$ cat config.mk
export PLATFORM = sky130hd
export DESIGN_NAME = screen_draw_ctrl
export DESIGN_NICKNAME = d
export VERILOG_FILES = /design/src/rtl/screen_draw_ctrl.sv
export SDC_FILE = /design/constraint.sdc
export NUM_CORES = 1
export LEC_CHECK = 0
export ABC_AREA = 0
export CORE_UTILIZATION = 40
export DETAILED_ROUTE_END_ITERATION = 6
export PLACE_DENSITY = 0.7
export SLEW_MARGIN = 25
export SYNTH_ARGS = -nofsm -noshare
export SYNTH_HDL_FRONTEND = slang
export SYNTH_SLANG_ARGS = --single-unit
export TNS_END_PERCENT = 100
$ cat constraint.sdc
create_clock -name CLOCK_50 -period 2.1 [get_ports CLOCK_50]
set_input_delay 0.42 -clock CLOCK_50 [delete_from_list [all_inputs] [get_ports CLOCK_50]]
set_output_delay 0.42 -clock CLOCK_50 [all_outputs]
set_load 0.02 [all_outputs]
$ cat src/rtl/screen_draw_ctrl.sv
// rtl/screen_draw_ctrl.sv - full-screen redraw sequencer for the VGA adapter
//
// Purpose: on a request, runs exactly one background drawer (game board,
// player-1 win or player-2 win) for one full frame. Its x/y is realigned
// with its later-arriving ROM colour, and the pixel stream is driven to the
// VGA adapter.
//
// Ports:
//   CLOCK_50                 system clock
//   reset                    synchronous, active-high reset
//   req                      one-cycle draw request (ignored unless idle)
//   screen_sel               0 board, 1 win p1, 2 win p2, 3 reserved (ignored)
//   bg_/w1_/w2_x, _y, _col   drawer coordinate and colour outputs
//   start_bg/_w1/_w2         drawer advance enables (at most one high)
//   vga_x/vga_y/vga_colour   pixel to the VGA adapter, held while vga_plot=0
//   vga_plot                 VGA write enable
//   busy                     high from request accept until done
//   done                     one-cycle pulse at end of frame

module screen_draw_ctrl #(
  parameter int H_RES   = 160,
  parameter int V_RES   = 120,
  parameter int XY_LAT  = 1,
  parameter int COL_LAT = 2
) (
  input  logic       CLOCK_50,
  input  logic       reset,
  input  logic       req,
  input  logic [1:0] screen_sel,
  input  logic [7:0] bg_x,
  input  logic [7:0] w1_x,
  input  logic [7:0] w2_x,
  input  logic [6:0] bg_y,
  input  logic [6:0] w1_y,
  input  logic [6:0] w2_y,
  input  logic [2:0] bg_col,
  input  logic [2:0] w1_col,
  input  logic [2:0] w2_col,
  output logic       start_bg,
  output logic       start_w1,
  output logic       start_w2,
  output logic [7:0] vga_x,
  output logic [6:0] vga_y,
  output logic [2:0] vga_colour,
  output logic       vga_plot,
  output logic       busy,
  output logic       done
);

  localparam int         NPIX       = H_RES * V_RES;
  localparam logic [14:0] PIX_LAST   = 15'(NPIX - 1);
  // Flush lasts XY_LAT+COL_LAT+1 cycles so the last pixel leaves the pipe.
  localparam logic [2:0]  FLUSH_LAST = 3'(XY_LAT + COL_LAT);

  localparam logic [1:0] S_IDLE  = 2'd0;
  localparam logic [1:0] S_DRAW  = 2'd1;
  localparam logic [1:0] S_FLUSH = 2'd2;
  localparam logic [1:0] S_DONE  = 2'd3;

  localparam logic [1:0] SEL_BG = 2'd0;
  localparam logic [1:0] SEL_W1 = 2'd1;
  localparam logic [1:0] SEL_W2 = 2'd2;

  logic [1:0]  state;
  logic [1:0]  sel;
  logic [14:0] pix_cnt;
  logic [2:0]  flush_cnt;

  logic        start_any;
  logic [7:0]  sel_x;
  logic [6:0]  sel_y;
  logic [2:0]  sel_col;

  logic [XY_LAT-1:0]  start_dly;
  logic [COL_LAT-1:0] v_pipe;
  logic [7:0]         x_pipe [COL_LAT];
  logic [6:0]         y_pipe [COL_LAT];

  // Starts are decoded straight from state so a reset drops them on the
  // very next edge without extra registers.
  assign start_bg  = (state == S_DRAW) && (sel == SEL_BG);
  assign start_w1  = (state == S_DRAW) && (sel == SEL_W1);
  assign start_w2  = (state == S_DRAW) && (sel == SEL_W2);
  assign start_any = start_bg | start_w1 | start_w2;

  always_comb begin
    sel_x   = bg_x;
    sel_y   = bg_y;
    sel_col = bg_col;
    case (sel)
      SEL_W1: begin
        sel_x   = w1_x;
        sel_y   = w1_y;
        sel_col = w1_col;
      end
      SEL_W2: begin
        sel_x   = w2_x;
        sel_y   = w2_y;
        sel_col = w2_col;
      end
      default: ;
    endcase
  end

  always_ff @(posedge CLOCK_50) begin
    if (reset) begin
      state     <= S_IDLE;
      sel       <= SEL_BG;
      pix_cnt   <= '0;
      flush_cnt <= '0;
      busy      <= 1'b0;
      done      <= 1'b0;
    end else begin
      done <= 1'b0;
      case (state)
        S_IDLE: begin
          if (req && (screen_sel != 2'd3)) begin
            sel     <= screen_sel;
            busy    <= 1'b1;
            pix_cnt <= '0;
            state   <= S_DRAW;
          end
        end
        S_DRAW: begin
          // Exactly NPIX start cycles wraps the drawer back to (0,0).
          if (pix_cnt == PIX_LAST) begin
            pix_cnt   <= '0;
            flush_cnt <= '0;
            state     <= S_FLUSH;
          end else begin
            pix_cnt <= pix_cnt + 15'd1;
          end
        end
        S_FLUSH: begin
          if (flush_cnt == FLUSH_LAST) begin
            flush_cnt <= '0;
            done      <= 1'b1;
            busy      <= 1'b0;
            state     <= S_DONE;
          end else begin
            flush_cnt <= flush_cnt + 3'd1;
          end
        end
        default: state <= S_IDLE;
      endcase
    end
  end

  // Valid follows start by XY_LAT, then rides with x/y for COL_LAT cycles so
  // it pops out alongside the ROM colour that belongs to those coordinates.
  always_ff @(posedge CLOCK_50) begin
    if (reset) begin
      start_dly <= '0;
      v_pipe    <= '0;
      for (int i = 0; i < COL_LAT; i++) begin
        x_pipe[i] <= '0;
        y_pipe[i] <= '0;
      end
    end else begin
      start_dly[0] <= start_any;
      for (int i = 1; i < XY_LAT; i++) begin
        start_dly[i] <= start_dly[i-1];
      end
      v_pipe[0] <= start_dly[XY_LAT-1];
      x_pipe[0] <= sel_x;
      y_pipe[0] <= sel_y;
      for (int i = 1; i < COL_LAT; i++) begin
        v_pipe[i] <= v_pipe[i-1];
        x_pipe[i] <= x_pipe[i-1];
        y_pipe[i] <= y_pipe[i-1];
      end
    end
  end

  always_ff @(posedge CLOCK_50) begin
    if (reset) begin
      vga_x      <= '0;
      vga_y      <= '0;
      vga_colour <= '0;
      vga_plot   <= 1'b0;
    end else begin
      vga_plot <= v_pipe[COL_LAT-1];
      if (v_pipe[COL_LAT-1]) begin
        vga_x      <= x_pipe[COL_LAT-1];
        vga_y      <= y_pipe[COL_LAT-1];
        vga_colour <= sel_col;
      end
    end
  end

endmodule

Word-level counts from Yosys, hierarchy flattened
Memories as Yosys holds them, arrays and structs flattened. A register that Yosys moved wholly into a read port is not among the register bits.
Cells that the tools add are included.
Cells by class
  $add $sub $neg: 2
  eq/ne operators: 10
  mux-type cells: 24
  bitwise operators: 7
  reductions and logical operators: 15
Operators by type and width (number)
  two-way mux 15 bit: 2
  one-hot mux 15 bit (2 select lines): 1
  two-way mux 8 bit: 2
  one-hot mux 8 bit (2 select lines): 1
  adder 15 x 1 -> 15 bit (second input constant): 1
  equality test 15 bit (second input constant): 1
  two-way mux 7 bit: 2
  one-hot mux 7 bit (2 select lines): 1
  one-hot mux 3 bit (2 select lines): 2
  two-way mux 1 bit: 6
  two-way mux 2 bit: 3
  two-way mux 3 bit: 2
  != test 2 bit (second input constant): 3
  OR 1 bit: 6
  one-hot mux 2 bit (3 select lines): 1
  AND reduction 2 bit: 3
  AND reduction 3 bit: 2
  nonzero test 2 bit: 3
  equality test 2 x 1 -> 1 bit (second input constant): 2
  equality test 2 bit (second input constant): 2
  logical AND 1 bit: 4
  logical NOT 2 bit: 2
  adder 3 x 1 -> 3 bit (second input constant): 1
  equality test 3 x 2 -> 1 bit (second input constant): 1
  4 further kinds: 4
Word-level totals
  register bits after elaboration: 31
  RAM bits: 30
  output and inout port bits: 24
  memories kept: 2
Memories
  x_pipe: depth 2, bits a word 8, read ports 2, clocked after Yosys merged registers in 1, wr ports 2, line 76  | logic [7:0] x_pipe [COL_LAT];
  y_pipe: depth 2, bits a word 7, read ports 2, clocked after Yosys merged registers in 1, wr ports 2, line 77  | logic [6:0] y_pipe [COL_LAT];

Logic depth before layout (Yosys ltp)
  depth after elaboration: 4
  mapped depth: 8
  gate-level depth less buffers: 6

Worst setup path before layout
OpenSTA, ideal clock, no wires.
  path type: register to register
  start: register pix_cnt[10]
  end: register state[0]
  library setup time: 0.123 ns
  arrival: 2.062 ns
  setup slack: -0.086 ns
  stages on the path, launching flop included: 6
  period minus slack after synthesis: 2.186 ns
  cell sequence: dfxtp_1 > or4b_1 > or4_1 > buf_6 > a211oi_4 > mux2_1
Between the ends
  cells in the longest elaborated chain, start to end: 3
Ends and longest elaborated chain
  from (decl): line 66  | logic [14:0] pix_cnt;
  from (signal assigned): line 131  | pix_cnt <= pix_cnt + 15'd1;
  equality test 15 bit: line 126  | if (pix_cnt == PIX_LAST) begin
  != test 2 x 1 -> 1 bit (no source line)
  AND reduction 3 bit (no source line)
  to (signal assigned): line 121  | state <= S_DRAW;
  to (signal assigned): line 129  | state <= S_FLUSH;
  to (signal assigned): line 139  | state <= S_DONE;
  to (decl): line 64  | logic [1:0] state;
Every way passes these cells.
A chain may end at the register's enable or synchronous reset.

Worst setup path after layout
Ends and elaborated chain as after synthesis.

==> flow_metrics.py <==
metrics = {
    "status": {
        "run_status": "finished, final reports clean",
    },
    "clock_network": {
        "worstSkewPairLatency_ns": 0.35,
        "max-clock-path-buffers": 2,
        "tritoncts.num_buffers": 9,
        "postCtsHoldBufs": 0,
        "root_buffer": "sky130_fd_sc_hd__clkbuf_8",
        "clk_pin_slew_worst_paths_ns": 0.08,
        "cts.sinks": 76,
        "cts_tree": "done",
        "ctsHtreeMaxLevel": 3,
    },
    "routing": {
        "post_drt_wl_per_cell_um": 13.7,
        "route.antenna.remaining_nets": 0,
        "avgViaCountPerCell": 5.06,
        "detailedRoute.firstPassIterationCount": 4,
        "drt_iter0_markers": 86,
        "remaining_drc_errors": 0,
        "via_count": 2797,
        "routed_wl_um": 7590,
    },
    "power_and_ir_drop": {
        "cellPowerDensity_mw_per_mm2": 821,
        "vdd.ir_drop.worst_v": 0.000553,
        "static-leakage-power_nw": 1.63,
    },
    "logic_synthesis": {
        "ys.flop_type": "sky130_fd_sc_hd__dfxtp_1",
        "mapped_area_mm2": 0.00325,
        "post_syn_nets": 419,
        "synth_edf_count": 0,
        "synth-warning-count": 0,
        "synth.top_cell.area_share": 0.469,
        "synthArstFlopShare": 0,
        "synth_seq_cells": 76,
        "post_synth_num_cell_types": 42,
        "ys_top_cells_by_area": "sky130_fd_sc_hd__dfxtp_1 47%, sky130_fd_sc_hd__mux2i_1 7.4%, sky130_fd_sc_hd__nor2_1 5.5%",
        "syn-instance-count": 351,
        "synth_largest_area_cell": "sky130_fd_sc_hd__dfxtp_1",
        "post_synth.cell_area_avg_um2": 9.25,
        "synth_sequential_area_ratio": 0.469,
    },
    "timing": {
        "maximum_achievable_frequency_mhz": 483,
        "share_of_the_clock_period_used_by_the_worst_path_after_layout": 0.987,
        "timing.final.hold_violations": 0,
        "timing.clock.skew_ns": 0.00891,
        "final-max-slew-violation-count": 0,
        "finalSetupViolCount": 0,
        "worst-slew-pin-transition_ns": 0.485,
        "fin_crit_ns": 2.07,
        "rsz0062_at_grt": "yes",
        "maxSlewHeadroom": 0.674,
        "final_worst_setup_slack_ns": 0.0276,
    },
    "floorplanning": {
        "start_util": 0.416,
        "chipWidth_um": 92.1,
        "core_area_mm2": 0.00781,
        "std_cell_rows": 32,
        "die_height_um": 92.1,
        "dieArea_mm2": 0.00848,
        "boundaryPins": 83,
    },
    "place": {
        "post-dp-hpwl_um": 5510,
        "place.gp.congestion": 0.893,
        "io_buffers": 82,
        "place.detailed.instances": 537,
        "preCtsSetupSlack_ns": -0.0185,
    },
    "layout": {
        "filler_cell_count_in_the_final_layout": 724,
        "finish.net_count": 514,
        "multi_input_comb_area_mm2": 0.00160,
        "final_layout_size_suffix_gt1_frac": 0.104,
        "final-instance-count-excl-fill": 553,
        "layout.cells.most_common": "sky130_fd_sc_hd__clkdlybuf4s50_1",
        "ff_latch_area_mm2": 0.00152,
        "antenna_cells_inserted": 0,
        "final_cell_mix": "78 x sky130_fd_sc_hd__clkdlybuf4s50_1, 76 x sky130_fd_sc_hd__dfxtp_1, 48 x sky130_fd_sc_hd__nor2_1",
        "syn2layout_area_growth_pct": 38.3,
    },
    "setup_path": {
        "critical_path_rt_ns": 2.33,
        "endpoint_kind_of_the_worst_setup_timing_path": "flip-flop",
        "timing_startpoint_of_the_critical_path": "pix_cnt[10]",
        "worst-setup-path-type": "reg -> reg",
        "regToRegSetupSlack_ns": 0.03,
        "launch_point_of_the_worst_reg_to_reg_path": "pix_cnt[10]",
        "cp-start-kind": "flip-flop",
        "critical_path_peak_fanout": 2,
        "crit_arrival_ns": 2.30,
    },
    "global_route": {
        "gr-total-overflow": 0,
        "grt_first_pass_wirelength_um": 12300,
        "grt_max_degree": 37,
        "grt_antenna_before_repair": 0,
        "grt_usage": 0.184,
        "grt_pass1_vias": 2578,
    },
    "worst_hold_path": {
        "worst_hold_path_type": "reg -> reg",
        "holdCritStartpoint": "x_pipe[0][6]",
    },
    "run": {
        "cap_viol_max_count": 0,
    },
}
-- per-stage QoR --
step | hold WS, ns | instance area [µm²] | power [mW] | util | TNS (ns)
after floorplan | 0.414 | 3250 | 2.25 | - | 0
after global placement | 0.419 | 4290 | 2.58 | 0.550 | 0
after detailed placement | 0.425 | 4290 | 2.59 | 0.550 | -0.0185
after CTS | 0.440 | 4490 | 3.74 | 0.575 | 0
after global routing | 0.454 | 4490 | 3.91 | 0.575 | -0.0117
final | 0.439 | 4490 | 3.69 | 0.575 | 0
-- cells in the mapped netlist (5+ instances only) --
master                      n
sky130_fd_sc_hd__dfxtp_1   76
sky130_fd_sc_hd__nor2_1    48
sky130_fd_sc_hd__a211oi_1  18
sky130_fd_sc_hd__mux2i_1   24
sky130_fd_sc_hd__ha_1       9
sky130_fd_sc_hd__a22oi_1   18
sky130_fd_sc_hd__nand2b_1   5
sky130_fd_sc_hd__nor2b_1   24
sky130_fd_sc_hd__a31oi_1    7
sky130_fd_sc_hd__a21oi_1   10
sky130_fd_sc_hd__inv_1      6
sky130_fd_sc_hd__nand2_1   16
sky130_fd_sc_hd__buf_1      6
sky130_fd_sc_hd__nand4_1    6
sky130_fd_sc_hd__nand4b_1   5
sky130_fd_sc_hd__clkbuf_1  17
sky130_fd_sc_hd__nand3_1    8
sky130_fd_sc_hd__nor3_1     6
-- per-layer routing --
layer  GRT usage  part of all wire
met1       0.228              0.46
met5           0                 0
met4      0.0677             0.014
met3      0.0456             0.031
met2       0.310              0.49
-- state kept, by name, summed over array words and instances, names as in the netlist, 2 cells and up --
register / flops
sel: 2
vga_y: 7
state: 2
x_pipe: 16
vga_colour: 3
flush_cnt: 3
vga_x: 8
y_pipe: 14
v_pipe: 2
pix_cnt: 15
-- cell families after synthesis --
kind of cell	after synthesis	share of synthesized area
buffers and inverters	31	0.0385
adders and majority gates	9	0.0347
AOI/OAI and AO/OA	71	0.156
xor gates and xnor gates	2	0.00540
muxes	25	0.0775
DFF	76	0.469
and+or+nand+nor	137	0.219
-- power by group --
part / switching (mW) / total [mW] / internal, mW
registers: 0.0481 / 1.62 / 1.57
logic: 0.491 / 0.933 / 0.441
clock network: 0.565 / 1.13 / 0.567
total: 1.10 / 3.69 / 2.58
-- timing repair --
action,CTS,global route
resized for setup,3,0
pin swaps,0,1
endpoints found under the setup margin,3,2
buffers inserted,0,0
-- layout make-up --
| class | instances | share of cell area |
|---|---|---|
| Tap cell | 102 | 0.0284 |
| Timing Repair Buffer | 109 | 0.226 |
| Sequential cell | 76 | 0.339 |
| Multi-Input combinational cell | 244 | 0.356 |
| Inverter | 6 | 0.00502 |
| Clock buffer | 9 | 0.0276 |
| Clock inverter | 7 | 0.0178 |
-- worst max-delay path, cell delays in order, from the launching register on --
cell and delay (ns):
sky130_fd_sc_hd__dfxtp_1 0.31, sky130_fd_sc_hd__or4b_1 0.53, sky130_fd_sc_hd__or4_1 0.50, sky130_fd_sc_hd__a211oi_4 0.26, sky130_fd_sc_hd__mux2_1 0.34
-- worst paths after layout --
check                                     to  depth (start not counted)
worst min register to register  x_pipe[1][6]                          1
worst min-delay path            x_pipe[1][6]                          1
worst max-delay path                state[0]                          4
worst max register to register      state[0]                          4
Note: power is estimated with default switching activity, not from simulation.
